### src/rtl/mem_pkg.sv
// mem_pkg: shared types and the byte-lane mask helper for the memory initiator.
package mem_pkg;
  typedef enum logic [1:0] {SZ_B = 2'd0, SZ_H = 2'd1, SZ_W = 2'd2} size_t;
  typedef enum logic [2:0] {IDLE, WR0, WR1, RD0, RD1, RESP} state_t;
  function automatic logic [7:0] byte_mask(input logic [1:0] size, input logic [1:0] off);
    logic [7:0] m;
    m = (size == SZ_B) ? 8'h01 : (size == SZ_H) ? 8'h03 : 8'h0f;
    return m << off;
  endfunction
endpackage

### src/rtl/mem_align.sv
// mem_align: store lane shifter and load extractor/extender over a two-word window.
module mem_align
  import mem_pkg::*;
(
  input  size_t       size,
  input  logic [1:0]  off,
  input  logic        uns,
  input  logic [31:0] wdata,
  input  logic [31:0] lo,
  input  logic [31:0] hi,
  output logic [63:0] wd64,
  output logic [7:0]  be8,
  output logic [31:0] rdata
);
  logic [31:0] rd;
  assign wd64 = {32'b0, wdata} << {off, 3'b0};
  assign be8  = byte_mask(size, off);
  assign rd   = 32'({hi, lo} >> {off, 3'b0});
  assign rdata = (size == SZ_B) ? {{24{~uns & rd[7]}}, rd[7:0]}
               : (size == SZ_H) ? {{16{~uns & rd[15]}}, rd[15:0]}
               : rd;
endmodule

### src/rtl/mem_master.sv
// mem_master: BRAM ready/valid initiator issuing one or two word beats per byte/half/word access.
module mem_master
  import mem_pkg::*;
#(
  parameter int DATA_WIDTH = 32,
  parameter int ADDR_WIDTH = 8
) (
  input  logic                  i_clk,
  input  logic                  i_rst,
  input  logic                  i_req_valid,
  output logic                  o_req_ready,
  input  logic                  i_req_write,
  input  logic [31:0]           i_req_addr,
  input  logic [1:0]            i_req_size,
  input  logic                  i_req_unsigned,
  input  logic [31:0]           i_req_wdata,
  output logic                  o_resp_valid,
  output logic [31:0]           o_resp_rdata,
  output logic [ADDR_WIDTH-1:0] o_mem_addr,
  output logic [DATA_WIDTH-1:0] o_mem_data,
  output logic [3:0]            o_mem_byte_we,
  output logic                  o_mem_wr_valid,
  input  logic                  i_mem_wr_ready,
  output logic                  o_mem_rd_ready,
  input  logic                  i_mem_rd_valid,
  input  logic [DATA_WIDTH-1:0] i_mem_data
);
  state_t state;
  size_t sz_q, sz_in, sz_al;
  logic [1:0] off_q, off_al;
  logic uns_q, uns_al, idle, accept, unused_addr;
  logic [ADDR_WIDTH-1:0] w0_q, w0_in, w1;
  logic [63:0] wd_q, wd64;
  logic [7:0] be_q, be8;
  logic [31:0] lo_q, lo_al, hi_al, rdata;
  assign unused_addr = ^i_req_addr[31:ADDR_WIDTH+2];
  assign w0_in  = i_req_addr[ADDR_WIDTH+1:2];
  assign w1     = w0_q + ADDR_WIDTH'(1);
  assign sz_in  = (i_req_size == 2'd3) ? SZ_W : size_t'(i_req_size);
  assign idle   = state == IDLE;
  assign accept = idle & i_req_valid & o_req_ready;
  // The aligner sees the live request in IDLE so beat 0 can be registered on accept.
  assign sz_al  = idle ? sz_in : sz_q;
  assign off_al = idle ? i_req_addr[1:0] : off_q;
  assign uns_al = idle ? i_req_unsigned : uns_q;
  assign lo_al  = (state == RD0) ? i_mem_data : lo_q;
  assign hi_al  = (state == RD1) ? i_mem_data : 32'b0;
  mem_align u_align (
    .size (sz_al),
    .off  (off_al),
    .uns  (uns_al),
    .wdata(i_req_wdata),
    .lo   (lo_al),
    .hi   (hi_al),
    .wd64 (wd64),
    .be8  (be8),
    .rdata(rdata)
  );
  always_ff @(posedge i_clk) begin
    if (i_rst) begin
      state          <= IDLE;
      o_req_ready    <= 1'b1;
      o_resp_valid   <= 1'b0;
      o_resp_rdata   <= '0;
      o_mem_addr     <= '0;
      o_mem_data     <= '0;
      o_mem_byte_we  <= '0;
      o_mem_wr_valid <= 1'b0;
      o_mem_rd_ready <= 1'b0;
      sz_q           <= SZ_B;
      off_q          <= '0;
      uns_q          <= 1'b0;
      w0_q           <= '0;
      wd_q           <= '0;
      be_q           <= '0;
      lo_q           <= '0;
    end else begin
      case (state)
        IDLE: if (accept) begin
          sz_q        <= sz_in;
          off_q       <= i_req_addr[1:0];
          uns_q       <= i_req_unsigned;
          w0_q        <= w0_in;
          wd_q        <= wd64;
          be_q        <= be8;
          o_req_ready <= 1'b0;
          o_mem_addr  <= w0_in;
          if (i_req_write) begin
            state          <= WR0;
            o_mem_data     <= wd64[31:0];
            o_mem_byte_we  <= be8[3:0];
            o_mem_wr_valid <= 1'b1;
          end else begin
            state          <= RD0;
            o_mem_rd_ready <= 1'b1;
          end
        end
        WR0: if (i_mem_wr_ready) begin
          if (|be_q[7:4]) begin
            state         <= WR1;
            o_mem_addr    <= w1;
            o_mem_data    <= wd_q[63:32];
            o_mem_byte_we <= be_q[7:4];
          end else begin
            state          <= RESP;
            o_mem_wr_valid <= 1'b0;
            o_mem_data     <= '0;
            o_mem_byte_we  <= '0;
            o_resp_valid   <= 1'b1;
          end
        end
        WR1: if (i_mem_wr_ready) begin
          state          <= RESP;
          o_mem_wr_valid <= 1'b0;
          o_mem_data     <= '0;
          o_mem_byte_we  <= '0;
          o_resp_valid   <= 1'b1;
        end
        RD0: if (i_mem_rd_valid) begin
          lo_q <= i_mem_data;
          if (|be_q[7:4]) begin
            state      <= RD1;
            o_mem_addr <= w1;
          end else begin
            state          <= RESP;
            o_mem_rd_ready <= 1'b0;
            o_resp_valid   <= 1'b1;
            o_resp_rdata   <= rdata;
          end
        end
        RD1: if (i_mem_rd_valid) begin
          state          <= RESP;
          o_mem_rd_ready <= 1'b0;
          o_resp_valid   <= 1'b1;
          o_resp_rdata   <= rdata;
        end
        RESP: begin
          state        <= IDLE;
          o_resp_valid <= 1'b0;
          o_resp_rdata <= '0;
          o_req_ready  <= 1'b1;
        end
        default: state <= IDLE;
      endcase
    end
  end
endmodule

### config.mk
export PLATFORM = sky130hd
export DESIGN_NAME = mem_master
export DESIGN_NICKNAME = d
export VERILOG_FILES = /design/src/rtl/mem_pkg.sv /design/src/rtl/mem_align.sv /design/src/rtl/mem_master.sv
export SDC_FILE = /design/constraint.sdc
export NUM_CORES = 1
export LEC_CHECK = 0
export BUFFER_PORTS_ARGS = -buffer_cell sky130_fd_sc_hd__buf_2
export CORE_UTILIZATION = 45
export DETAILED_ROUTE_END_ITERATION = 8
export GPL_ROUTABILITY_DRIVEN = 0
export PLACE_DENSITY = 0.68
export SLEW_MARGIN = 20
export SYNTH_ARGS = -nofsm -noshare
export SYNTH_HDL_FRONTEND = slang
export SYNTH_SLANG_ARGS = --single-unit
### constraint.sdc
create_clock -name i_clk -period 2.8 [get_ports i_clk]
set_input_delay 0.14 -clock i_clk [delete_from_list [all_inputs] [get_ports i_clk]]
set_output_delay 0.14 -clock i_clk [all_outputs]
set_load 0.005 [all_outputs]
Word-level counts from Yosys, hierarchy flattened
Cells that the tools add are included.
- register bits: 200
- latch bits: 0
- bits in writable memories: 0
- ROM bits: 0
- bits of input ports: 105
- output and inout port bits: 80
- word-level logic and storage cells: 119
- memories kept: 0
- add/sub/neg operators: 1
- multiply operators: 0
- divide/modulo/power cells: 0
- order comparisons: 0
- eq/ne operators: 16
- shift-type cells: 3
- multiplexer cells: 59
- bitwise logic cells: 5
- reductions and logical operators: 19
- operators with widths (cell ; count):
    $mux 32 ; 12
    $pmux 32 s3 ; 2
    $shl 32x5->64 ; 1
    $shr 64x5->32 ; 1
    $mux 8 ; 5
    $mux 4 ; 6
    $pmux 8 s3 ; 1
    $mux 3 ; 6
    $mux 1 ; 17
    $ne 2x2->1 const B ; 8
    $pmux 3 s5 ; 1
    $reduce_and 5->1 ; 3
    $pmux 4 s3 ; 1
    $reduce_and 6->1 ; 2
    $reduce_bool 3->1 ; 4
    $add 8x1->8 const B ; 1
    $mux 2 ; 4
    $reduce_and 4->1 ; 2
    $shl 8x2->8 ; 1
    $eq 3x2->1 const B ; 2
    $eq 3x3->1 const B ; 2
    $pmux 1 s3 ; 2
    $reduce_and 2->1 ; 3
    $pmux 1 s5 ; 1
    other kinds (12) ; 15

Depth between registers and ports, before layout
- depth in word-level cells: 10
- gate-level depth with buffers: 10
- gate-level depth less buffers: 6

Modules after synthesis
From an unflattened synthesis, not the netlist that was laid out.
- cell total of the unflattened synthesis: 1114
- area, all modules: 9113.7 um2
- by module, submodules not included (module ; times used ; cells an instance ; area an instance (um2) ; seq. area each (um2)):
    mem_master ; 1 ; 872 ; 7064.3 ; 3283.1
    mem_align ; 1 ; 242 ; 2049.5 ; 0.0

Worst setup path before layout
OpenSTA, ideal clock, no wires.
- kind: register -> register
- from: register state[2]
- to: register o_mem_data[16]
- setup time: 138 ps
- arrival time: 1865 ps
- required time: 2662 ps
- slack: 798 ps
- cell stages (with the launch flop): 10
- buffers on the path: 3
- clock period less this slack: 2002 ps
- cell sequence: dfxtp_1 -> buf_6 -> o31a_1 -> or2_1 -> buf_6 -> buf_6 -> mux2_4 -> a22oi_1 -> a2bb2oi_1 -> a211oi_1
- word-level cells in the longest chain between the ends: 6
- elaborated cells between the ends (all ways): 16
- classes of those cells: eq/ne: 6; shift: 1; mux: 4; bitwise: 2; reduce/logical: 3
- RTL lines (item ; line ; RTL):
    start, declared ; mem_master.sv:28 ; state_t state;
    start signal, assigned ; mem_master.sv:61 ; state <= IDLE;
    start signal, assigned ; mem_master.sv:89 ; state <= WR0;
    start signal, assigned ; mem_master.sv:94 ; state <= RD0;
    $logic_not 3->1 ; mem_master.sv:40, mem_master.sv:78 ;
    $mux 2 ; mem_master.sv:44 ; assign off_al = idle ? i_req_addr[1:0] : off_q;
    $shl 32x5->64 ; mem_align.sv:16 ; assign wd64 = {32'b0, wdata} << {off, 3'b0};
    $mux 32 ; mem_master.sv:88 ; if (i_req_write) begin
    $mux 32 ; mem_master.sv:79 ; IDLE: if (accept) begin
    $pmux 32 s3 ; mem_master.sv:78 ; case (state)
    end signal, assigned ; mem_master.sv:90 ; o_mem_data <= wd64[31:0];
    end signal, assigned ; mem_master.sv:102 ; o_mem_data <= wd_q[63:32];
    end, declared ; mem_master.sv:20 ; output logic [DATA_WIDTH-1:0] o_mem_data,
Parallel ways exist; a longest one is shown, timed or not. The select of a mux whose other input is x is not followed.
A chain may end at the register's enable or synchronous reset.

Worst setup path in the final report
- from: register state[2]
- to: register wd_q[37]
- word-level cells in the longest chain between the ends: 4
- elaborated cells between the ends (all ways): 6
- classes of those cells: shift: 1; mux: 1; bitwise: 2; reduce/logical: 2
- RTL lines (item ; line ; RTL):
    $logic_not 3->1 (*) ; mem_master.sv:40, mem_master.sv:78 ;
    parallel branches: the longest is 3 deep, another holds $shl 32x5->64 ; n/a ;
    end signal, assigned ; mem_master.sv:84 ; wd_q <= wd64;
    end, declared ; mem_master.sv:33 ; logic [63:0] wd_q, wd64;
Mark *: on every way between the ends.

==> metrics.csv <==
metric,value,unit
Compound-Gate Fraction of Synth Area,0.241,
H-Tree Depth,4,
"CTS clk-pin slew, worst paths",70,ps
crit path launch type,flop,
Starting Density,0.467,
vias post-DR,8283,
"Distinct cells, synth",76,
Reg2Reg Setup Slack,430,ps
initial antenna violation count,0,
nets,1316,
Max Used Layer,met4,
FF-to-FF Start,state[2]$_SDFFE_PP0P_,
buffers added on ports,162,
"CP delay by family, top",simple AND/OR/NAND/NOR gates,
Post-Synthesis Cells,1022,
worst path arrival time,2650,ps
Initial DRT Pass Iterations,5,
Synth Cell Area,8160,µm²
Multi-input gate area,4590,µm²
fin. max-slew vios,0,
number of synthesized flops with an enable pin,0,
Final Hold Fails,0,
syn nets,1128,
Post-Synth XOR/XNOR Area,0.00644,
outcome,"finished, final reports clean",
Via density,5.72,
largest net degree at the start of global routing,72,
total design power,10200,µW
Final TNS setup,0,ps
CP max stage delay,440,ps
Worst Setup End Kind,flop,
CTS root buffer,clkbuf_16,
setup bufs post-CTS,0,
filler instances,1633,
Hold/Removal Path Class,input pin to flop,
Antenna Cells,0,
FF-to-FF path depth,7,
total clock sinks,155,
Seq cells post-synth,155,
final period utilization,0.845,
"Req. time, crit path",3090,ps
Yosys Warn Count,0,
clk buf depth,2,
Met2 Routed Length,11200,µm
met3 wire length,1940,µm
die area,18700,µm²
Setup crit start,state[2]$_SDFFE_PP0P_,
die width,137,µm
DR WL/cell,17.4,µm
GRT overflow,0,
leakage power,0.00412,µW
crit-path max FO,27,
io pins,185,
Detailed Route WL,25300,µm
vias in the first global route,7623,
die span in y,137,µm
CORE AREA,17500,µm²
Synth Area in Adders,0.00153,
main flop type after synthesis,dfxtp_1,
drt first-iter violations,755,
largest family of logic cells by synthesized area,compound AO/OA/AOI/OAI gates,
Post-Synth Simple-Gate Area,0.215,
first-pass GRT wire length,39800,µm
final setup vio count,0,
max frequency,423,MHz
hold depth,3,
CTS tree,yes,
Post-synth ARST share,0,
WP depth,7,
FF-to-FF End,wd_q[37]$_SDFFE_PP0P_,
Total GRT Usage,0.275,
final worst path period need,2370,ps
Worst Path Buf+Inv,2,
worst-path cell chain,buf_4 -> nor4b_2 -> or2_4 -> buf_12 -> mux2_4 -> a221oi_1 -> nor3_1,
Post-DP HPWL,17100,µm
slew of the pin with the lowest slew margin,899,ps
met1 wire length,11500,µm
peak supply drop,0.000583,V
Site Rows,48,
area grow syn2layout,25.7,%
clk_lat worst skew,430,ps
CTS Buf Count,17,
unrepaired setup endpoints after global routing,no,
Final ANT Viol Nets,0,
syn avg cell area,7.98,µm²
# DRC,0,
max_slew headroom,0.401,
share of layout cells above drive strength 1,0.221,
Max Clock Skew,10.4,ps
power density over the cells,991,nW/µm²
"Seq/Total Area, Yosys",0.380,
Crit-path slowest cell,nor4b_2,
Crit Path Class,flop to flop,
FF+latch area,3100,µm²
mux cell area share after synthesis,0.0969,
CP endpoint,wd_q[37]$_SDFFE_PP0P_,
max_cap viols,0,
## per-layer routing
layer,global-route usage,up-vias
li1,-,4024
met3,0.0689,45
met4,0.124,0
met2,0.415,336
met1,0.369,3878
met5,0,-
## synth_stat cells, drive strengths merged (2+ instances only)
cell | count | share of area
or2 | 2 | 0.0015
o21bai | 3 | 0.0028
mux2 | 11 | 0.018
a21boi | 10 | 0.011
o221ai | 11 | 0.012
a2bb2oi | 10 | 0.012
o31a | 3 | 0.0032
a311oi | 9 | 0.0097
inv | 2 | 0.00092
buf | 41 | 0.037
a221oi | 16 | 0.017
a211oi | 26 | 0.024
o211ai | 2 | 0.0025
xor2 | 4 | 0.0043
o21a | 2 | 0.0018
nand4 | 2 | 0.0015
nor4b | 2 | 0.0029
nor3 | 23 | 0.016
a31oi | 3 | 0.0023
nand2b | 4 | 0.0031
clkbuf | 42 | 0.019
nor2b | 4 | 0.0031
a32oi | 9 | 0.0097
o31ai | 2 | 0.0018
a21oi | 118 | 0.074
a22oi | 19 | 0.019
xnor2 | 2 | 0.0021
or3 | 2 | 0.0021
mux2i | 64 | 0.079
o2111ai | 2 | 0.0021
o21ai | 45 | 0.028
nand2 | 207 | 0.096
nor2 | 106 | 0.053
nand3 | 21 | 0.013
and3 | 11 | 0.0084
dfxtp | 155 | 0.38
and2 | 10 | 0.0077
## layout make-up
type                            count  share of cell area
Tap cell                          225              0.0274
Timing Repair Buffer              252               0.162
Sequential cell                   155               0.303
Multi-Input combinational cell    781               0.447
Clock inverter                     13              0.0154
Clock buffer                       19              0.0442
Inverter                            3             0.00110
## where the power goes
| part | internal, µW | switching (µW) |
|---|---|---|
| registers | 2680 | 270 |
| logic | 1930 | 2910 |
| clock network | 1380 | 996 |
| total | 5990 | 4180 |
## placed cells by master, fill, tap and decap left out, types with 11 or more instances in the layout
master	n
a22oi_1	16
a221oi_1	16
nor2_1	100
a21oi_1	116
a211oi_1	26
o21ai_0	34
dfxtp_1	155
o221ai_1	11
buf_4	37
and3_1	11
nor3_1	21
nand2_1	206
dlygate4sd3_1	50
nand3_1	21
clkbuf_16	17
buf_2	161
mux2i_1	63
## kinds of logic (layout without fill, tap and decap cells)
| group | Yosys count | after routing |
|---|---|---|
| fa+ha+maj | 1 | 1 |
| mux | 75 | 75 |
| xor+xnor | 6 | 6 |
| buf+inv | 86 | 287 |
| simple gates | 401 | 401 |
| flops | 155 | 155 |
| compound gates | 298 | 298 |
## worst reg2reg max path: stages, from the launching register on
cell,delay (ps)
dfxtp_1,310
buf_4,210
nor4b_2,440
or2_4,230
buf_12,220
mux2_4,350
a221oi_1,390
nor3_1,80
## metrics by stage
| stage | hold WS [ps] | instance area, µm² | utilization | instances | worst slack [ps] |
|---|---|---|---|---|---|
| 4_1_cts | 3.80 | 10300 | 0.587 | 1448 | 445 |
| 2_1_floorplan | 276 | 8160 | - | 1022 | 798 |
| 6_report | 12.8 | 10300 | 0.587 | 1448 | 435 |
| 5_1_grt | 16.6 | 10300 | 0.587 | 1448 | 272 |
| 3_5_place_dp | 400 | 9150 | 0.523 | 1366 | 440 |
| 3_3_place_gp | 394 | 9150 | 0.523 | 1366 | 460 |
## state kept, by name (all words and copies together) (netlist names), 2 cells and up
| name | cells |
|---|---|
| lo_q | 32 |
| o_mem_data | 32 |
| o_resp_rdata | 32 |
| wd_q | 24 |
| o_mem_addr | 8 |
| w0_q | 8 |
| o_mem_byte_we | 4 |
| be_q | 3 |
| state | 3 |
| off_q | 2 |
| sz_q | 2 |
## repair_timing
action                                  CTS  global route
endpoints found under the setup margin    0             0
endpoints found under the hold margin    54             0
resized for setup                         0             0
hold buffers                             50             0
## worst min-delay path by stage
stage | start | slack [ps] | endpoint
after floorplan | i_mem_data[7] | 280 | lo_q[7]$_SDFFE_PP0P_
after global placement | i_req_unsigned | 390 | uns_q$_SDFFE_PP0P_
after detailed placement | i_req_addr[8] | 400 | w0_q[6]$_SDFFE_PP0P_
after CTS | i_req_wdata[26] | 4 | wd_q[50]$_SDFFE_PP0P_
after global routing | i_req_wdata[25] | 20 | wd_q[49]$_SDFFE_PP0P_
final | i_req_wdata[25] | 10 | wd_q[49]$_SDFFE_PP0P_
(Power assumes the default switching activity.)
